[config.mk]
export PLATFORM = sky130hd
export DESIGN_NAME = sys_bus_arbiter
export DESIGN_NICKNAME = d
export VERILOG_FILES = /design/src/rtl/sys_bus_arbiter.sv
export SDC_FILE = /design/constraint.sdc
export NUM_CORES = 1
export LEC_CHECK = 0
export BUFFER_PORTS_ARGS = -buffer_cell sky130_fd_sc_hd__buf_2
export CORE_ASPECT_RATIO = 1.5
export CORE_MARGIN = 3
export CORE_UTILIZATION = 50
export CTS_CLUSTER_SIZE = 16
export DETAILED_ROUTE_END_ITERATION = 7
export HOLD_SLACK_MARGIN = 0.15
export PLACE_DENSITY = 0.75
export RECOVER_POWER = 50
export SLEW_MARGIN = 25
export SYNTH_ARGS = -nofsm -noshare
export SYNTH_HDL_FRONTEND = slang
export SYNTH_SLANG_ARGS = --single-unit
[constraint.sdc]
create_clock -name clk_i -period 3.5 [get_ports clk_i]
set_input_delay 0.175 -clock clk_i [delete_from_list [all_inputs] [get_ports clk_i]]
set_output_delay 0.175 -clock clk_i [all_outputs]
set_load 0.03 [all_outputs]
[src/rtl/sys_bus_arbiter.sv]
// Round-robin arbiter sharing one system-bus slave port among NUM_M pulse-driven masters.
// One transaction in flight at a time; hung slaves are terminated by a timeout error.
module sys_bus_arbiter #(
  parameter int unsigned NUM_M   = 4,
  parameter int unsigned AW      = 32,
  parameter int unsigned DW      = 32,
  parameter int unsigned TIMEOUT = 255
) (
  input  logic                clk_i,
  input  logic                rst_i,
  input  logic [NUM_M*AW-1:0] s_addr_i,
  input  logic [NUM_M*DW-1:0] s_wdata_i,
  input  logic [NUM_M-1:0]    s_wen_i,
  input  logic [NUM_M-1:0]    s_ren_i,
  output logic [NUM_M-1:0]    s_ack_o,
  output logic [NUM_M-1:0]    s_err_o,
  output logic [DW-1:0]       s_rdata_o,
  output logic [NUM_M-1:0]    s_ovf_o,
  output logic [AW-1:0]       m_addr_o,
  output logic [DW-1:0]       m_wdata_o,
  output logic                m_wen_o,
  output logic                m_ren_o,
  input  logic                m_ack_i,
  input  logic                m_err_i,
  input  logic [DW-1:0]       m_rdata_i
);

  localparam int unsigned   GW          = (NUM_M > 1) ? $clog2(NUM_M) : 1;
  localparam int unsigned   CW          = $clog2(TIMEOUT + 2);
  localparam logic [GW:0]   NumM        = (GW + 1)'(NUM_M);
  localparam logic [GW-1:0] LastM       = GW'(NUM_M - 1);
  localparam logic [DW-1:0] TimeoutData = DW'(32'hDEADBEEF);

  typedef enum logic [1:0] {StIdle, StIssue, StWait, StResp} state_e;

  state_e r_state, w_state_d;

  logic [AW-1:0]    r_addr  [NUM_M];
  logic [DW-1:0]    r_wdata [NUM_M];
  logic [NUM_M-1:0] r_we, r_pend, r_ovf;
  logic [GW-1:0]    r_rr, r_g;
  logic [AW-1:0]    r_maddr;
  logic [DW-1:0]    r_mwdata, r_rdata;
  logic             r_err;
  logic [CW-1:0]    r_cnt;

  logic [NUM_M-1:0]   w_req, w_sel, w_clr, w_rot;
  logic [2*NUM_M-1:0] w_dbl;
  logic [GW-1:0]      w_off, w_gnt;
  logic [GW:0]        w_sum;
  logic               w_any, w_done, w_tmo;

  assign w_req  = s_wen_i | s_ren_i;
  assign w_done = m_ack_i | m_err_i;
  assign w_tmo  = (TIMEOUT != 0) && (r_cnt == CW'(TIMEOUT - 1));
  assign w_sel  = NUM_M'(1) << r_g;
  assign w_clr  = (r_state == StResp) ? w_sel : '0;

  // Rotate pending so index rr sits at bit 0, take the lowest set bit, then rotate back.
  always_comb begin
    w_dbl = {r_pend, r_pend} >> r_rr;
    w_rot = w_dbl[NUM_M-1:0];
    w_off = '0;
    for (int i = NUM_M - 1; i >= 0; i--) begin
      if (w_rot[i]) w_off = GW'(i);
    end
    w_any = |r_pend;
    w_sum = {1'b0, r_rr} + {1'b0, w_off};
    w_gnt = (w_sum >= NumM) ? GW'(w_sum - NumM) : GW'(w_sum);
  end

  always_comb begin
    w_state_d = r_state;
    case (r_state)
      StIdle:  if (w_any) w_state_d = StIssue;
      StIssue: w_state_d = w_done ? StResp : StWait;
      StWait:  if (w_done || w_tmo) w_state_d = StResp;
      StResp:  w_state_d = StIdle;
      default: w_state_d = StIdle;
    endcase
  end

  always_ff @(posedge clk_i) begin
    if (rst_i) begin
      r_state  <= StIdle;
      r_rr     <= '0;
      r_g      <= '0;
      r_maddr  <= '0;
      r_mwdata <= '0;
      r_rdata  <= '0;
      r_err    <= 1'b0;
      r_cnt    <= '0;
    end else begin
      r_state <= w_state_d;
      case (r_state)
        StIdle: begin
          if (w_any) begin
            r_g      <= w_gnt;
            r_maddr  <= r_addr[w_gnt];
            r_mwdata <= r_wdata[w_gnt];
          end
        end
        StIssue: begin
          r_cnt <= '0;
          if (w_done) begin
            r_rdata <= m_rdata_i;
            r_err   <= m_err_i;
          end
        end
        StWait: begin
          if (w_done) begin
            r_rdata <= m_rdata_i;
            r_err   <= m_err_i;
          end else if (w_tmo) begin
            r_rdata <= TimeoutData;
            r_err   <= 1'b1;
          end else begin
            r_cnt <= r_cnt + CW'(1);
          end
        end
        StResp: r_rr <= (r_g == LastM) ? '0 : r_g + GW'(1);
        default: ;
      endcase
    end
  end

  // A master may re-request in its own RESP cycle since its slot frees on that edge.
  always_ff @(posedge clk_i) begin
    if (rst_i) begin
      r_pend <= '0;
      r_ovf  <= '0;
      r_we   <= '0;
      for (int k = 0; k < NUM_M; k++) begin
        r_addr[k]  <= '0;
        r_wdata[k] <= '0;
      end
    end else begin
      for (int k = 0; k < NUM_M; k++) begin
        if (w_req[k] && (!r_pend[k] || w_clr[k])) begin
          r_pend[k]  <= 1'b1;
          r_we[k]    <= s_wen_i[k];
          r_addr[k]  <= s_addr_i[k*AW +: AW];
          r_wdata[k] <= s_wdata_i[k*DW +: DW];
        end else begin
          if (w_req[k]) r_ovf[k] <= 1'b1;
          if (w_clr[k]) r_pend[k] <= 1'b0;
        end
      end
    end
  end

  assign s_ack_o   = w_clr;
  assign s_err_o   = w_clr & {NUM_M{r_err}};
  assign s_rdata_o = r_rdata;
  assign s_ovf_o   = r_ovf;
  assign m_addr_o  = r_maddr;
  assign m_wdata_o = r_mwdata;
  assign m_wen_o   = (r_state == StIssue) && r_we[r_g];
  assign m_ren_o   = (r_state == StIssue) && !r_we[r_g];

endmodule

# ---- Word-level counts from Yosys, hierarchy flattened
# Memories as Yosys holds them, arrays and structs flattened. A register that Yosys moved wholly into a read port is not among the register bits.
# Cells that the tools add are included.
dict set report classes {
  eq_ne 11
  n_addsub 4
  n_bitwise 15
  n_shift 2
  mux 54
  magnitude_cmp 2
  n_reduce_logical 31
}
# cell n
set ops {}
lappend ops {{32-bit two-way mux} 11}
lappend ops {{32-bit case mux with 2 select lines} 1}
lappend ops {{1-bit two-way mux} 27}
lappend ops {{9-bit two-way mux} 2}
lappend ops {{9-bit case mux with 2 select lines} 1}
lappend ops {{2-bit two-way mux} 8}
lappend ops {{2-bit AND reduction} 6}
lappend ops {{2-bit != test (second input constant)} 5}
lappend ops {{2-bit nonzero test} 5}
lappend ops {{9-bit by 1-bit adder with 9-bit output (second input constant)} 1}
lappend ops {{9-bit by 8-bit equality test with 1-bit output (second input constant)} 1}
lappend ops {{1-bit OR} 9}
lappend ops {{2-bit case mux with 4 select lines} 1}
lappend ops {{8-bit by 2-bit >> shifter with 4-bit output} 1}
lappend ops {{2-bit equality test (second input constant)} 3}
lappend ops {{1-bit logical AND} 6}
lappend ops {{3-bit AND reduction} 2}
lappend ops {{1-bit logical NOT} 5}
lappend ops {{1-bit logical OR} 5}
lappend ops {{4-bit bitwise AND} 1}
lappend ops {{4-bit two-way mux} 1}
lappend ops {{1-bit inverter} 4}
lappend ops {{4-bit OR} 1}
lappend ops {{4-bit OR reduction} 1}
lappend ops {{other kinds (11)} 11}
dict set report word_totals {
  output_inout_bits 110
  ramBits 256
  memories 2
  register_bits 60
  inputBits 300
}
# name depth word_bits rd rd_clocked_by_memory_dff write_ports line_no
set memory_table {}
lappend memory_table {r_addr 4 32 1 1 4 38} ;# logic [AW-1:0] r_addr [NUM_M];
lappend memory_table {r_wdata 4 32 1 1 4 39} ;# logic [DW-1:0] r_wdata [NUM_M];

# ---- Depth between registers and ports, before layout
dict set report logic_depth {
  word_depth 8
  depth_mapped 15
  mapped_depth_nobuf 11
}

# ---- Worst setup path after synthesis
# Ideal clock, no wire load.
dict set report synth_timing {
  kind {flip-flop to flip-flop}
  from {reg r_pend[0]}
  to {reg r_maddr[10], in the netlist m_addr_o[10] (read register of r_addr)}
  setup_slack_ps 869
  required_time_ps 3359
  setup_time_ps 141
  period_less_slack_ps 2631
  t_arrival_ps 2491
  path_stages_with_launch 15
  path_cell_list {dfxtp_1 buf_2 inv_1 o21ai_0 a21oi_1 nor3_1 a21oi_1 ha_1 clkbuf_1 buf_2 clkbuf_1 mux2i_1 nand3_1 nand4_1 nor3_2}
}
dict set report synth_via {
  elab_chain_cells 8
  elab_cells_between_ends 11
  classes_between {2 x add/sub; 1 x order compare; 1 x shift; 5 x mux; 2 x reduce/logical}
}
# element line_no
set synth_lines {}
lappend synth_lines {{from (decl)} 40} ;# logic [NUM_M-1:0] r_we, r_pend, r_ovf;
lappend synth_lines {{from (signal assigned)} 130} ;# r_pend <= '0;
lappend synth_lines {{from (signal, indexed assignment)} 140} ;# r_pend[k] <= 1'b1;
lappend synth_lines {{from (signal, indexed assignment)} 146} ;# if (w_clr[k]) r_pend[k] <= 1'b0;
lappend synth_lines {{8-bit by 2-bit >> shifter with 4-bit output (*)} 61} ;# w_dbl = {r_pend, r_pend} >> r_rr;
lappend synth_lines {{2-bit two-way mux (3 in series)} 65} ;# if (w_rot[i]) w_off = GW'(i);
lappend synth_lines {{2-bit two-way mux (*)} 65}
lappend synth_lines {{2-bit by 2-bit adder with 3-bit output (*)} 68} ;# w_sum = {1'b0, r_rr} + {1'b0, w_off};
lappend synth_lines {{3-bit greater-or-equal comparator / 2-bit by 1-bit subtractor with 2-bit output (equally long branches)} 69} ;# w_gnt = (w_sum >= NumM) ? GW'(w_sum - NumM) : GW'(w_sum);
lappend synth_lines {{2-bit two-way mux (*)} 69}
lappend synth_lines {{via w_gnt[0]} 49} ;# logic [GW-1:0] w_off, w_gnt;
lappend synth_lines {{to (decl)} 42} ;# logic [AW-1:0] r_maddr;
# The timed path passes the listed nets; every way through them passes the cells marked *.
# A chain may end at the register's enable or synchronous reset.

==> impl_metrics.env <==
export IMPL_p_leak_nw=9.96
export IMPL_drt_iter0_drc=1436
export IMPL_worst_path_max_fanout=39
export IMPL_hold_path_startpoint="m_err_i"
export IMPL_timing_rr_start="r_state[1]"
export IMPL_syn_nets=1921
export IMPL_critPathArrivalTime_ps=3390
export IMPL_finalWorstPathRequiredPeriod_ps=3180
export IMPL_grt_overflow=0
export IMPL_maxSlewViolCount=69
export IMPL_crit_family="simple AND/OR/NAND/NOR gates"
export IMPL_cts_buffers=37
export IMPL_drcViolationCount=0
export IMPL_failed_checks="capacitance limit, slew limit"
export IMPL_die_y_um=236
export IMPL_grt_max_degree=87
export IMPL_grt_pass1_vias=16900
export IMPL_tightest_slew_ps=2620
export IMPL_tns_ps=0
export IMPL_drtAntennaViolNets=0
export IMPL_synth_edf_count=256
export IMPL_syn_inst=1609
export IMPL_min_path_type="in2reg"
export IMPL_insertion_delay_ps=540
export IMPL_syn_cell_area_um2=17600
export IMPL_hold_depth=4
export IMPL_hold_viol=0
export IMPL_reg2reg_depth=5
export IMPL_area_growth_pct=38.0
export IMPL_cts_setup_buffers=0
export IMPL_wl_per_cell_um=21.9
export IMPL_peakVddDrop_uv=502
export IMPL_initial_core_util_pct=51.0
export IMPL_vias_per_cell=5.73
export IMPL_final_cell_mix="dlygate4sd3_1, buf_2, nand3_1"
export IMPL_synth_ff_type="edfxtp_1"
export IMPL_cts_root_buf="clkbuf_16"
export IMPL_synth_seq_cells=380
export IMPL_cp_num_buf_inv=1
export IMPL_vias=15900
export IMPL_relSlewSlack_pct=-74.9
export IMPL_async_reset_ff_share_pct=0
export IMPL_startpoint_type="flip-flop"
export IMPL_rsz0062_at_grt="false"
export IMPL_cap_violations=2
export IMPL_reg2reg_slack_ps=320
export IMPL_cts_hold_buf=312
export IMPL_p_total_mw=17.4
export IMPL_crit_chain="ha_1 > nand2_1 > a21oi_1 > or2_1 > buf_12"
export IMPL_clockBufferDepth=3
export IMPL_cts_resized=0
export IMPL_track_usage_pct=31.4
export IMPL_core_um2=34500
export IMPL_fin_crit_sh_pct=90.9
export IMPL_setup_worst_path_class="reg2reg"
export IMPL_drive_gt1_share_pct=19.1
export IMPL_cts_htree_levels=2
export IMPL_synth_largest_area_cell="edfxtp_1"
export IMPL_crit_path_top_delay_cell="or2_1"
export IMPL_mostFrequentLayoutCell="dlygate4sd3_1"
export IMPL_rows=83
export IMPL_grt_use_met1_pct=34.1
export IMPL_critPathMaxStageDelay_ps=1200
export IMPL_firstDrtPassIters=6
export IMPL_die_w_um=159
export IMPL_outcome="complete, but fails checks"
export IMPL_synth_cell_types=45
export IMPL_fmax_mhz=314
export IMPL_synthTopCellsByArea="edfxtp_1, dfxtp_1, and2_1"
export IMPL_clkSlewWorstSetupHoldPaths_ps=60
export IMPL_die_area_um2=37500
export IMPL_end_kind="flip-flop"
export IMPL_met2_usage_pct=54.9
export IMPL_dpl_hpwl_mm=33.2
export IMPL_layout_nets=2580
export IMPL_p_per_area_nw_per_um2=718
export IMPL_syn_area_per_cell_um2=10.9
export IMPL_grt_pass1_wl_mm=92.7
export IMPL_cp_required_ps=3710
export IMPL_synth_warnings=0
export IMPL_use_met3_pct=6.25
export IMPL_totalWireLength_mm=60.5
export IMPL_seq_area_frac_synth_pct=57.9
export IMPL_synth_top_area_share_pct=43.7
export IMPL_hold_end="r_state[0]"
export IMPL_timing_rr_end="r_wdata[3][4]"
export IMPL_grt_busiest_layer="met2"
export IMPL_skew_ps=17.3
export IMPL_port_buffers=409
export IMPL_cts_sinks=380
export IMPL_gp_congestion=0.885
export IMPL_antenna_found_initial=3
export IMPL_cts_tree="done"
export IMPL_ios=410
export IMPL_finalSetupViolations=0
-- kinds of logic (layout without fill, tap and decap cells) --
logic type / after synthesis / count (layout) / share of synthesized area (%)
compound gates: 46 / 46 / 1.65
simple gates: 886 / 886 / 27.8
fa+ha+maj: 12 / 12 / 0.854
flops: 380 / 380 / 57.9
xor+xnor: 6 / 6 / 0.299
other cells: 0 / 3 / 0
buf+inv: 140 / 828 / 3.55
mux: 139 / 139 / 8.00
-- registers in the layout, summed over array words and instances (netlist names) --
name / count
r_addr: 128
r_wdata: 128
m_addr_o: 32
m_wdata_o: 32
s_rdata_o: 32
r_cnt: 9
r_pend: 4
r_we: 4
s_ovf_o: 4
r_g: 2
r_rr: 2
r_state: 2
r_err: 1
-- how the worst max path moves through the flow --
stage,from,to,slack [ps],depth (start not counted)
2_1_floorplan,r_pend[0],m_addr_o[10],870,14
3_3_place_gp,r_pend[0],m_wdata_o[18],630,12
3_5_place_dp,r_pend[0],m_wdata_o[28],470,12
4_1_cts,r_pend[0],m_wdata_o[14],460,12
5_1_grt,r_state[1],r_wdata[3][4],110,5
6_report,r_state[1],r_wdata[3][4],320,5
-- synthesized netlist by cell type, types with 2 or more instances --
cell	n
and2_1	258
buf_4	7
buf_6	6
and3_1	7
inv_1	11
buf_2	22
or3_1	2
mux2i_1	137
o21a_1	2
nor3b_1	2
buf_1	2
a22oi_1	8
nor2_1	163
nor3_2	40
xnor2_1	5
nand3_1	258
dfxtp_1	124
nand2b_1	5
or2_2	4
clkbuf_1	92
a31oi_1	2
nor2b_1	9
nand2_1	19
o21ai_1	2
ha_1	12
nor3_1	51
a21oi_1	21
o21ai_0	4
edfxtp_1	256
nand4_1	63
-- cell type report --
cell class,instances,area (um^2)
antenna,3,7.51
clock buffer,50,1080
clock inverter,18,151
fill,2419,10200
inverter,11,41.3
multi-input combinational,1089,6830
sequential,380,10200
tap,467,584
timing repair buffer,749,5380
-- report_power, final --
group	switching, mW	internal (mW)	total, mW
clock network	1.75	2.33	4.08
logic	4.69	2.36	7.05
registers	0.547	5.73	6.28
total	6.98	10.4	17.4
-- layer usage --
metal / wire [um] / vias to the layer above
li1: - / 7037
met1: 21100 / 7564
met2: 30500 / 952
met3: 4290 / 294
met4: 4590 / 4
met5: 22 / -
-- worst min-delay path, stage by stage --
cell and delay, ps:
buf_2 100, or2_0 350, nand4b_1 150, o21ai_0 80
-- per-stage QoR --
step	setup WS, ps	cells	area (um^2)	hold WS (ps)	util, %
after global routing	114	2765	24200	448	70.3
after floorplan	869	1609	17600	322	-
after global placement	629	2384	20100	414	58.2
after CTS	458	2764	24400	263	70.8
final	318	2767	24200	361	70.3
after detailed placement	468	2384	20100	421	58.2
Note: power is estimated with default switching activity, not from simulation.
